<file path="config.mk">
export PLATFORM = sky130hd
export DESIGN_NAME = alu4_op_stage
export DESIGN_NICKNAME = d
export VERILOG_FILES = /design/src/rtl/alu4_pkg.sv /design/src/rtl/alu4_func.sv /design/src/rtl/alu4_op_stage.sv
export SDC_FILE = /design/constraint.sdc
export NUM_CORES = 1
export LEC_CHECK = 0
export BUFFER_PORTS_ARGS = -buffer_cell sky130_fd_sc_hd__buf_2
export CAP_MARGIN = 5
export CORE_AREA = 8 8 67 69
export DETAILED_ROUTE_END_ITERATION = 10
export DIE_AREA = 0 0 75 77
export PLACE_DENSITY_LB_ADDON = 0.12
export SKIP_CTS_REPAIR_TIMING = 1
export SLEW_MARGIN = 25
export SYNTH_ARGS = -nofsm -noshare
export SYNTH_HDL_FRONTEND = slang
export SYNTH_SLANG_ARGS = --single-unit
</file>
<file path="constraint.sdc">
create_clock -name clk -period 3.1 [get_ports clk]
set_input_delay 0.465 -clock clk [delete_from_list [all_inputs] [get_ports clk]]
set_output_delay 0.465 -clock clk [all_outputs]
set_load 0.02 [all_outputs]
</file>
<file path="src/rtl/alu4_pkg.sv">
// alu4_pkg -- shared definitions for the alu4 operation stage.
//   * op_e        : 3-bit opcode encoding (OP_NOR .. OP_PASS)
//   * FLAG_*      : bit positions of Z/C/V inside a packed flag vector
//   * ALU_W_DEFAULT: default operand/result width
//   * nor2/nand2/and2/or2/xor2: single-bit 2-input gate cells used to build
//     the logic function set of the ALU.
package alu4_pkg;

   localparam int ALU_W_DEFAULT = 4;

   typedef enum logic [2:0] {
      OP_NOR  = 3'b000,
      OP_NAND = 3'b001,
      OP_AND  = 3'b010,
      OP_OR   = 3'b011,
      OP_XOR  = 3'b100,
      OP_ADD  = 3'b101,
      OP_SUB  = 3'b110,
      OP_PASS = 3'b111
   } op_e;

   localparam int FLAG_Z      = 0;
   localparam int FLAG_C      = 1;
   localparam int FLAG_V      = 2;
   localparam int FLAG_N_BITS = 3;

   function automatic logic nor2(input logic a, input logic b);
      return ~(a | b);
   endfunction

   function automatic logic nand2(input logic a, input logic b);
      return ~(a & b);
   endfunction

   function automatic logic and2(input logic a, input logic b);
      return a & b;
   endfunction

   function automatic logic or2(input logic a, input logic b);
      return a | b;
   endfunction

   function automatic logic xor2(input logic a, input logic b);
      return a ^ b;
   endfunction

endpackage

</file>
<file path="src/rtl/alu4_func.sv">
// alu4_func -- purely combinational ALU function block.
// Ports:
//   A, B   (in,  W)  operands
//   Op     (in,  op_e) opcode
//   result (out, W)  function result
//   Z      (out)     result == 0
//   C      (out)     carry out (ADD) / no-borrow (SUB), 0 otherwise
//   V      (out)     signed overflow (ADD/SUB), 0 otherwise
module alu4_func
   import alu4_pkg::*;
#(
   parameter int W = ALU_W_DEFAULT
) (
   input  logic [W-1:0] A,
   input  logic [W-1:0] B,
   input  op_e          Op,
   output logic [W-1:0] result,
   output logic         Z,
   output logic         C,
   output logic         V
);

   logic [W-1:0] nor_v, nand_v, and_v, or_v, xor_v;

   // Bitwise logic ops, one gate cell per bit.
   for (genvar gi = 0; gi < W; gi++) begin : g_bit
      assign nor_v[gi]  = nor2 (A[gi], B[gi]);
      assign nand_v[gi] = nand2(A[gi], B[gi]);
      assign and_v[gi]  = and2 (A[gi], B[gi]);
      assign or_v[gi]   = or2  (A[gi], B[gi]);
      assign xor_v[gi]  = xor2 (A[gi], B[gi]);
   end

   // Single adder shared by ADD and SUB; SUB is A + ~B + 1 so the carry out
   // doubles as the no-borrow flag.
   logic         is_sub;
   logic [W-1:0] b_eff;
   logic [W:0]   sum;

   always_comb begin
      is_sub = (Op == OP_SUB);
      b_eff  = is_sub ? ~B : B;
      sum    = {1'b0, A} + {1'b0, b_eff} + {{W{1'b0}}, is_sub};
   end

   always_comb begin
      result = '0;
      C      = 1'b0;
      V      = 1'b0;
      unique case (Op)
         OP_NOR:  result = nor_v;
         OP_NAND: result = nand_v;
         OP_AND:  result = and_v;
         OP_OR:   result = or_v;
         OP_XOR:  result = xor_v;
         OP_ADD: begin
            result = sum[W-1:0];
            C      = sum[W];
            V      = (A[W-1] == B[W-1]) && (sum[W-1] != A[W-1]);
         end
         OP_SUB: begin
            result = sum[W-1:0];
            C      = sum[W];
            V      = (A[W-1] != B[W-1]) && (sum[W-1] != A[W-1]);
         end
         OP_PASS: result = A;
         default: result = '0;
      endcase
      Z = (result == '0);
   end

endmodule

</file>
<file path="src/rtl/alu4_op_stage.sv">
// alu4_op_stage -- two-stage valid/ready ALU pipeline.
//   Stage 1 registers A/B/Op, stage 2 registers result and flags.
// Ports:
//   clk, rst          clock, synchronous active-high reset
//   A, B (W), Op (3)  transaction payload, qualified by in_valid
//   in_valid/in_ready upstream handshake (in_ready low while rst high)
//   Output (W), Z, C, V  result and flags, qualified by out_valid
//   out_valid/out_ready  downstream handshake
//   op_count (CNT_W)  count of delivered results, wraps
module alu4_op_stage
   import alu4_pkg::*;
#(
   parameter int W     = ALU_W_DEFAULT,
   parameter int CNT_W = 8
) (
   input  logic             clk,
   input  logic             rst,
   input  logic [W-1:0]     A,
   input  logic [W-1:0]     B,
   input  logic [2:0]       Op,
   input  logic             in_valid,
   output logic             in_ready,
   output logic [W-1:0]     Output,
   output logic             Z,
   output logic             C,
   output logic             V,
   output logic             out_valid,
   input  logic             out_ready,
   output logic [CNT_W-1:0] op_count
);

   // Stage 1
   logic [W-1:0] a_q, a_d, b_q, b_d;
   op_e          op_q, op_d;
   logic         s1_valid_q, s1_valid_d;

   // Stage 2
   logic [W-1:0]           res_q, res_d;
   logic [FLAG_N_BITS-1:0] flags_q, flags_d;
   logic                   s2_valid_q, s2_valid_d;

   logic [CNT_W-1:0] cnt_q, cnt_d;

   // Function block output
   logic [W-1:0]           f_res;
   logic [FLAG_N_BITS-1:0] f_flags;

   alu4_func #(.W(W)) u_func (
      .A      (a_q),
      .B      (b_q),
      .Op     (op_q),
      .result (f_res),
      .Z      (f_flags[FLAG_Z]),
      .C      (f_flags[FLAG_C]),
      .V      (f_flags[FLAG_V])
   );

   // Handshake: in_ready looks only at state, rst and out_ready, never at
   // in_valid, so upstream may derive in_valid from in_ready safely.
   logic s2_accept, s1_adv, capture, deliver;

   always_comb begin
      s2_accept = !s2_valid_q || out_ready;
      s1_adv    = s1_valid_q && s2_accept;
      in_ready  = !rst && (!s1_valid_q || s1_adv);
      capture   = in_valid && in_ready;
      deliver   = s2_valid_q && out_ready;
   end

   always_comb begin
      a_d        = a_q;
      b_d        = b_q;
      op_d       = op_q;
      s1_valid_d = s1_valid_q;
      res_d      = res_q;
      flags_d    = flags_q;
      s2_valid_d = s2_valid_q;
      cnt_d      = cnt_q;

      if (capture) begin
         a_d        = A;
         b_d        = B;
         op_d       = op_e'(Op);
         s1_valid_d = 1'b1;
      end else if (s1_adv) begin
         s1_valid_d = 1'b0;
      end

      // Result registers load only on advance, so they stay frozen while
      // the output is stalled.
      if (s1_adv) begin
         res_d      = f_res;
         flags_d    = f_flags;
         s2_valid_d = 1'b1;
      end else if (deliver) begin
         s2_valid_d = 1'b0;
      end

      if (deliver) begin
         cnt_d = cnt_q + CNT_W'(1);
      end
   end

   always_ff @(posedge clk) begin
      if (rst) begin
         a_q        <= '0;
         b_q        <= '0;
         op_q       <= OP_NOR;
         s1_valid_q <= 1'b0;
         res_q      <= '0;
         flags_q    <= '0;
         s2_valid_q <= 1'b0;
         cnt_q      <= '0;
      end else begin
         a_q        <= a_d;
         b_q        <= b_d;
         op_q       <= op_d;
         s1_valid_q <= s1_valid_d;
         res_q      <= res_d;
         flags_q    <= flags_d;
         s2_valid_q <= s2_valid_d;
         cnt_q      <= cnt_d;
      end
   end

   assign Output    = res_q;
   assign Z         = flags_q[FLAG_Z];
   assign C         = flags_q[FLAG_C];
   assign V         = flags_q[FLAG_V];
   assign out_valid = s2_valid_q;
   assign op_count  = cnt_q;

endmodule
</file>
==> impl_metrics.env, run 1 <==
export IMPL_layout_cells_non_filler=263
export IMPL_ys_async_sr_fraction_pct=0
export IMPL_report_power_total_mw=0.814
export IMPL_die_area_mm2=0.00578
export IMPL_wl_per_cell_um=13.7
export IMPL_synthesis_nets=217
export IMPL_fin_crit_ns=2.67
export IMPL_ant_nets=0
export IMPL_relSlewSlack_pct=50.0
export IMPL_yosys_area_top_type="dfxtp_1"
export IMPL_synth_top_cell_area_share_pct=34.1
export IMPL_hold_path_class="in2reg"
export IMPL_r2r_end="flags_q[0]$_SDFFE_PP0P_"
export IMPL_yosys_area_share_simple_pct=20.0
export IMPL_dieWidth_um=75
export IMPL_ys_seq_area_share_pct=34.1
export IMPL_synth_compound_area_share_pct=17.0
export IMPL_synth_top_family_by_area="simple AND/OR/NAND/NOR gates"
export IMPL_postPlaceCellArea_mm2=0.00182
export IMPL_grt_pass1_vias=1370
export IMPL_cp_slowest_cell="dfxtp_1"
export IMPL_setup_viol=0
export IMPL_coreArea_mm2=0.00350
export IMPL_gr_total_overflow=0
export IMPL_worst_pin_slew_ns=0.750
export IMPL_hpwl_mm=2.78
export IMPL_clk_pin_slew_ns=0.16
export IMPL_rsz0062_at_grt="false"
export IMPL_yosysWarnings=0
export IMPL_hold_ws_ns=0.306
export IMPL_finalCritPeriodShare_pct=86.1
export IMPL_die_y_um=77
export IMPL_grt_max_degree=31
export IMPL_cts_sinks=28
export IMPL_cp_endpoint="flags_q[0]$_SDFFE_PP0P_"
export IMPL_wirelength_mm=3.61
export IMPL_finalSetupTns_ns=0
export IMPL_critPathBufInv=0
export IMPL_root_buffer="clkbuf_4"
export IMPL_path_cells="nand3b_4, xnor2_1, fa_1, mux4_2, nand2_1, o21ai_1, nor4_1, a32o_1"
export IMPL_hold_viol_final=0
export IMPL_routabilityCongestion=0.823
export IMPL_row_count=22
export IMPL_synthAdderAreaFrac_pct=11.1
export IMPL_cap_violations=0
export IMPL_cpPeakStageDelay_ns=0.56
export IMPL_drive_gt1_share_pct=20.0
export IMPL_cp_top_family="flip-flops"
export IMPL_synth_edff_count=0
export IMPL_drc=0
export IMPL_netlist_instances=188
export IMPL_dp_cells=259
export IMPL_area_growth_pct=13.8
export IMPL_crit_type="reg2reg"
export IMPL_clock_fmax_mhz=375
export IMPL_synth_seq_cells=28
export IMPL_avgSynthCellArea_um2=8.75
export IMPL_critical_path_required_ns=3.39
export IMPL_worstPathMaxFanout=9
export IMPL_p_leak_nw=0.834
export IMPL_drt_iter0_markers=64
export IMPL_clock_skew_ns=0.00192
export IMPL_grt_pass1_wl_mm=6.15
export IMPL_status="completed"
export IMPL_drv_slew=0
export IMPL_crit_cells=8
export IMPL_vdd_ir_drop_max_uv=206
export IMPL_grt_use_total_pct=13.0
export IMPL_cts_buffers=3
export IMPL_diodes=0
export IMPL_nets=245
export IMPL_critPathArrivalTime_ns=2.96
export IMPL_post_route_cell_area_mm2=0.00187
export IMPL_boundaryPins=32
export IMPL_netlist_area_mm2=0.00165
export IMPL_synthMuxAreaShare_pct=5.25
export IMPL_synthXorXnorAreaFrac_pct=6.39
export IMPL_clk_path_buf_depth=2
export IMPL_r2r_slack_ns=0.43
export IMPL_vias=1401
export IMPL_antenna_found_initial=0
export IMPL_cts_tree="done"
export IMPL_synthTopCellsByArea="dfxtp_1 34%, ha_1 9.9%, o31ai_1 5.5%"
export IMPL_crit_path_start="op_q[1]$_SDFFE_PP0P_"
export IMPL_drt_pass1_iter_count=4
export IMPL_vias_per_cell=5.33
export IMPL_place_port_buffers=31
export IMPL_synthFlopType="dfxtp_1"
export IMPL_htreeDepth=1
export IMPL_synth_cell_types=44
export IMPL_reg2regPathDepth=8
export IMPL_r2r_start="op_q[1]$_SDFFE_PP0P_"
export IMPL_clk_latency_ns=0.34
export IMPL_min_from="B[3]"
export IMPL_crit_path_start_kind="register"
export IMPL_cellPowerDensity_mw_per_mm2=435
export IMPL_start_util_pct=47.1
export IMPL_worstSetupEndpointType="register"
-- cell usage after synthesis, types with 2 or more instances --
cell / count
nand3_1: 9
o31ai_1: 12
inv_1: 14
nor2b_1: 3
mux2i_1: 3
a21oi_1: 10
nand4_1: 2
mux4_2: 2
dfxtp_1: 28
and3b_1: 2
buf_2: 3
ha_1: 13
xnor2_1: 7
o21ai_0: 3
xor2_1: 5
o211ai_1: 2
clkbuf_1: 3
nor3_1: 3
a32o_1: 2
nor2_1: 18
nand2_1: 21
-- metal layers --
| layer | vias up | wire (um) | GRT usage (%) |
|---|---|---|---|
| li1 | 711 | - | - |
| met1 | 650 | 1680 | 16.9 |
| met2 | 33 | 1650 | 20.2 |
| met3 | 7 | 213 | 2.86 |
| met4 | 0 | 61 | 4.12 |
| met5 | - | 0 | 0 |
-- worst min-delay path, cell delays in order --
cell and delay (ns):
buf_2 0.07, nand2_1 0.04, o31ai_1 0.05
-- layout make-up --
class,instances,area [um2]
inverter,14,52.6
timing repair buffer,32,163
clock buffer,3,22.5
fill,369,1620
multi-input combinational,137,983
tap,48,60.1
sequential,28,561
clock inverter,1,30.0
-- where the power goes --
group	switching, mW	internal (mW)	total (mW)
logic	0.0947	0.0744	0.169
clock network	0.116	0.131	0.246
registers	0.0212	0.378	0.399
total	0.231	0.583	0.814
-- stage by stage --
step | setup WS (ns) | utilization (%)
after CTS | 0.431 | 53.5
after detailed placement | 0.463 | 52.0
after floorplan | 0.744 | -
after global placement | 0.534 | 52.0
after global routing | 0.213 | 53.5
final | 0.432 | 53.5
-- cell usage in the layout, fill, tap and decap left out, drive strengths merged, types with 2 or more instances in the layout --
master / instances
buf: 32
dfxtp: 28
nand2: 21
nor2: 18
inv: 14
ha: 13
o31ai: 12
a21oi: 10
nand3: 9
xnor2: 7
xor2: 5
o21ai: 4
nor2b: 3
mux2i: 3
nor3: 3
clkbuf: 3
nand4: 2
a32o: 2
and3b: 2
mux4: 2
o211ai: 2
nand3b: 2
a211oi: 2
-- kinds of logic after synthesis --
family,Yosys count
multiplexers,6
AO/OA/AOI/OAI,38
adder cells (fa/ha/maj),14
XOR/XNOR,12
AND/OR/NAND/NOR,67
flip-flops,28
buffers and inverters,23
-- how the worst min path moves through the flow --
| stage | slack, ns | to | cells after the start |
|---|---|---|---|
| CTS | 0.30 | op_q[2]$_SDFFE_PP0P_ | 3 |
| finish | 0.31 | b_q[3]$_SDFFE_PP0P_ | 3 |
| detailed placement | 0.45 | flags_q[2]$_SDFFE_PP0P_ | 1 |
| global route | 0.30 | b_q[0]$_SDFFE_PP0P_ | 3 |
| floorplan | 0.49 | b_q[1]$_SDFFE_PP0P_ | 2 |
| global placement | 0.46 | Output[2]$_SDFFE_PP0P_ | 2 |
-- sequential cells by signal (all words and copies together) (netlist names) --
signal	cells
a_q	4
Output	4
op_count	8
b_q	4
s1_valid_q	1
flags_q	3
op_q	3
out_valid	1
Note: power is estimated with default switching activity, not from simulation.
==> run 2, diff against run 1 <==
--- a/config.mk
+++ b/config.mk
@@ -7,9 +7,9 @@
 export LEC_CHECK = 0
 export BUFFER_PORTS_ARGS = -buffer_cell sky130_fd_sc_hd__buf_2
 export CAP_MARGIN = 5
-export CORE_AREA = 8 8 67 69
+export CORE_AREA = 8 8 84 86
 export DETAILED_ROUTE_END_ITERATION = 10
-export DIE_AREA = 0 0 75 77
+export DIE_AREA = 0 0 92 94
 export PLACE_DENSITY_LB_ADDON = 0.12
 export SKIP_CTS_REPAIR_TIMING = 1
 export SLEW_MARGIN = 25
==> impl_metrics.env, run 2 (same netlist as run 1, synthesis figures left out) <==
export IMPL_status="completed"
export IMPL_die_area_mm2=0.00865
export IMPL_vias_per_cell=4.64
export IMPL_drv_slew=0
export IMPL_area_growth_pct=16.9
export IMPL_hold_viol_final=0
export IMPL_finalSetupTns_ns=0
export IMPL_layout_commonest_cell="buf_2"
export IMPL_r2r_end="flags_q[0]$_SDFFE_PP0P_"
export IMPL_r2r_slack_ns=0.43
export IMPL_crit_path_start_kind="register"
export IMPL_wl_per_cell_um=13.1
export IMPL_grt_pass1_vias=1341
export IMPL_drc=0
export IMPL_setup_viol=0
export IMPL_critPathArrivalTime_ns=2.89
export IMPL_p_leak_nw=0.844
export IMPL_worst_slack_ns=0.434
export IMPL_intPower_mw=0.567
export IMPL_cts_sinks=28
export IMPL_pre_cts_ws_ns=0.456
export IMPL_dieWidth_um=92
export IMPL_switchingPower_mw=0.234
export IMPL_min_from="B[3]"
export IMPL_hold_ws_ns=0.374
export IMPL_postPlaceCellArea_mm2=0.00187
export IMPL_final_cell_mix="31 x buf_2, 28 x dfxtp_1, 21 x nand2_1, 18 x nor2_1, 14 x inv_1"
export IMPL_drive_gt1_share_pct=20.7
export IMPL_wirelength_mm=3.82
export IMPL_clk_pin_slew_ns=0.10
export IMPL_ant_nets=0
export IMPL_cap_violations=0
export IMPL_clock_fmax_mhz=375
export IMPL_crit_type="reg2reg"
export IMPL_grt_max_degree=31
export IMPL_rsz0062_at_grt="false"
export IMPL_clk_path_buf_depth=2
export IMPL_drt_iter0_markers=25
export IMPL_hpwl_mm=2.94
export IMPL_critical_path_required_ns=3.32
export IMPL_vias=1355
export IMPL_r2r_start="op_q[1]$_SDFFE_PP0P_"
export IMPL_worstSetupEndpointType="register"
export IMPL_cts_buffers=3
export IMPL_finalCritPeriodShare_pct=86.0
export IMPL_hold_path_endpoint="b_q[3]$_SDFFE_PP0P_"
export IMPL_place_port_buffers=31
export IMPL_cellPowerDensity_mw_per_mm2=417
export IMPL_worst_pin_slew_ns=0.501
export IMPL_switching_share_pct=29.2
export IMPL_nets=247
export IMPL_diodes=0
export IMPL_clock_power_share_pct=28.9
export IMPL_largest_reg_flops=8
export IMPL_hold_depth=3
export IMPL_drt_pass1_iter_count=4
export IMPL_clk_latency_ns=0.28
export IMPL_coreArea_mm2=0.00575
export IMPL_htreeDepth=1
export IMPL_row_count=28
export IMPL_gr_total_overflow=0
export IMPL_reg2regPathDepth=8
export IMPL_relSlewSlack_pct=66.5
export IMPL_root_buffer="clkbuf_8"
export IMPL_clock_skew_ns=0.00488
export IMPL_combPwrFrac_pct=21.5
export IMPL_seqPwrFrac_pct=49.6
export IMPL_antenna_found_initial=0
export IMPL_routabilityCongestion=0.753
export IMPL_boundaryPins=32
export IMPL_die_y_um=94
export IMPL_grt_pass1_wl_mm=6.51
export IMPL_start_util_pct=28.6
export IMPL_hold_path_class="in2reg"
export IMPL_grt_use_total_pct=9.14
export IMPL_cts_tree="done"
export IMPL_worstPathMaxFanout=9
export IMPL_vdd_ir_drop_max_uv=176
export IMPL_post_route_cell_area_mm2=0.00192
export IMPL_fin_crit_ns=2.67
==> run 2: metal layers <==
metal / routed length [um] / up-vias / share of wire [%] / track usage [%]
met1: 1760 / 624 / 46 / 10.6
met5: 0 / - / 0 / 0
met2: 1880 / 16 / 49 / 16.2
li1: - / 713 / - / -
met4: 22 / 0 / 0.58 / 2.01
met3: 151 / 2 / 4.0 / 2.72
==> run 2: worst max path at each step <==
stage	startpoint	end	slack [ns]	depth (start not counted)
finish	op_q[1]$_SDFFE_PP0P_	flags_q[0]$_SDFFE_PP0P_	0.43	8
global route	op_q[1]$_SDFFE_PP0P_	flags_q[0]$_SDFFE_PP0P_	0.21	8
CTS	op_q[1]$_SDFFE_PP0P_	flags_q[0]$_SDFFE_PP0P_	0.43	8
detailed placement	op_q[1]$_SDFFE_PP0P_	flags_q[0]$_SDFFE_PP0P_	0.46	8
global placement	op_q[1]$_SDFFE_PP0P_	flags_q[0]$_SDFFE_PP0P_	0.53	8
floorplan	op_q[0]$_SDFFE_PP0P_	flags_q[0]$_SDFFE_PP0P_	0.74	9
==> run 2: power by group through the flow <==
stage                     registers, mW  logic [mW]  clock network (mW)
after detailed placement          0.406       0.174                   0
after global routing              0.402       0.194               0.264
after global placement            0.406       0.177                   0
after CTS                         0.398       0.175               0.248
after floorplan                   0.405       0.128                   0
final                             0.397       0.172               0.232
==> run 2: worst max-delay path: stages (launching register included) <==
cell and delay, ns:
dfxtp_1 0.55, nand3b_4 0.20, xnor2_1 0.28, fa_1 0.47
mux4_2 0.47, nand2_1 0.08, o21ai_1 0.09, nor4_1 0.27
a32o_1 0.20
==> run 2: final cells by class <==
type | count | area, um2
Clock buffer | 4 | 55.1
Sequential cell | 28 | 561
Timing Repair Buffer | 34 | 178
Multi-Input combinational cell | 137 | 983
Fill cell | 644 | 3820
Inverter | 14 | 52.6
Tap cell | 75 | 93.8
==> run 2: per-stage QoR <==
step	utilization (%)	power (mW)	cells
CTS	33.5	0.821	292
global route	33.5	0.860	292
global placement	32.5	0.583	288
floorplan	-	0.533	188
detailed placement	32.5	0.580	288
finish	33.5	0.801	292
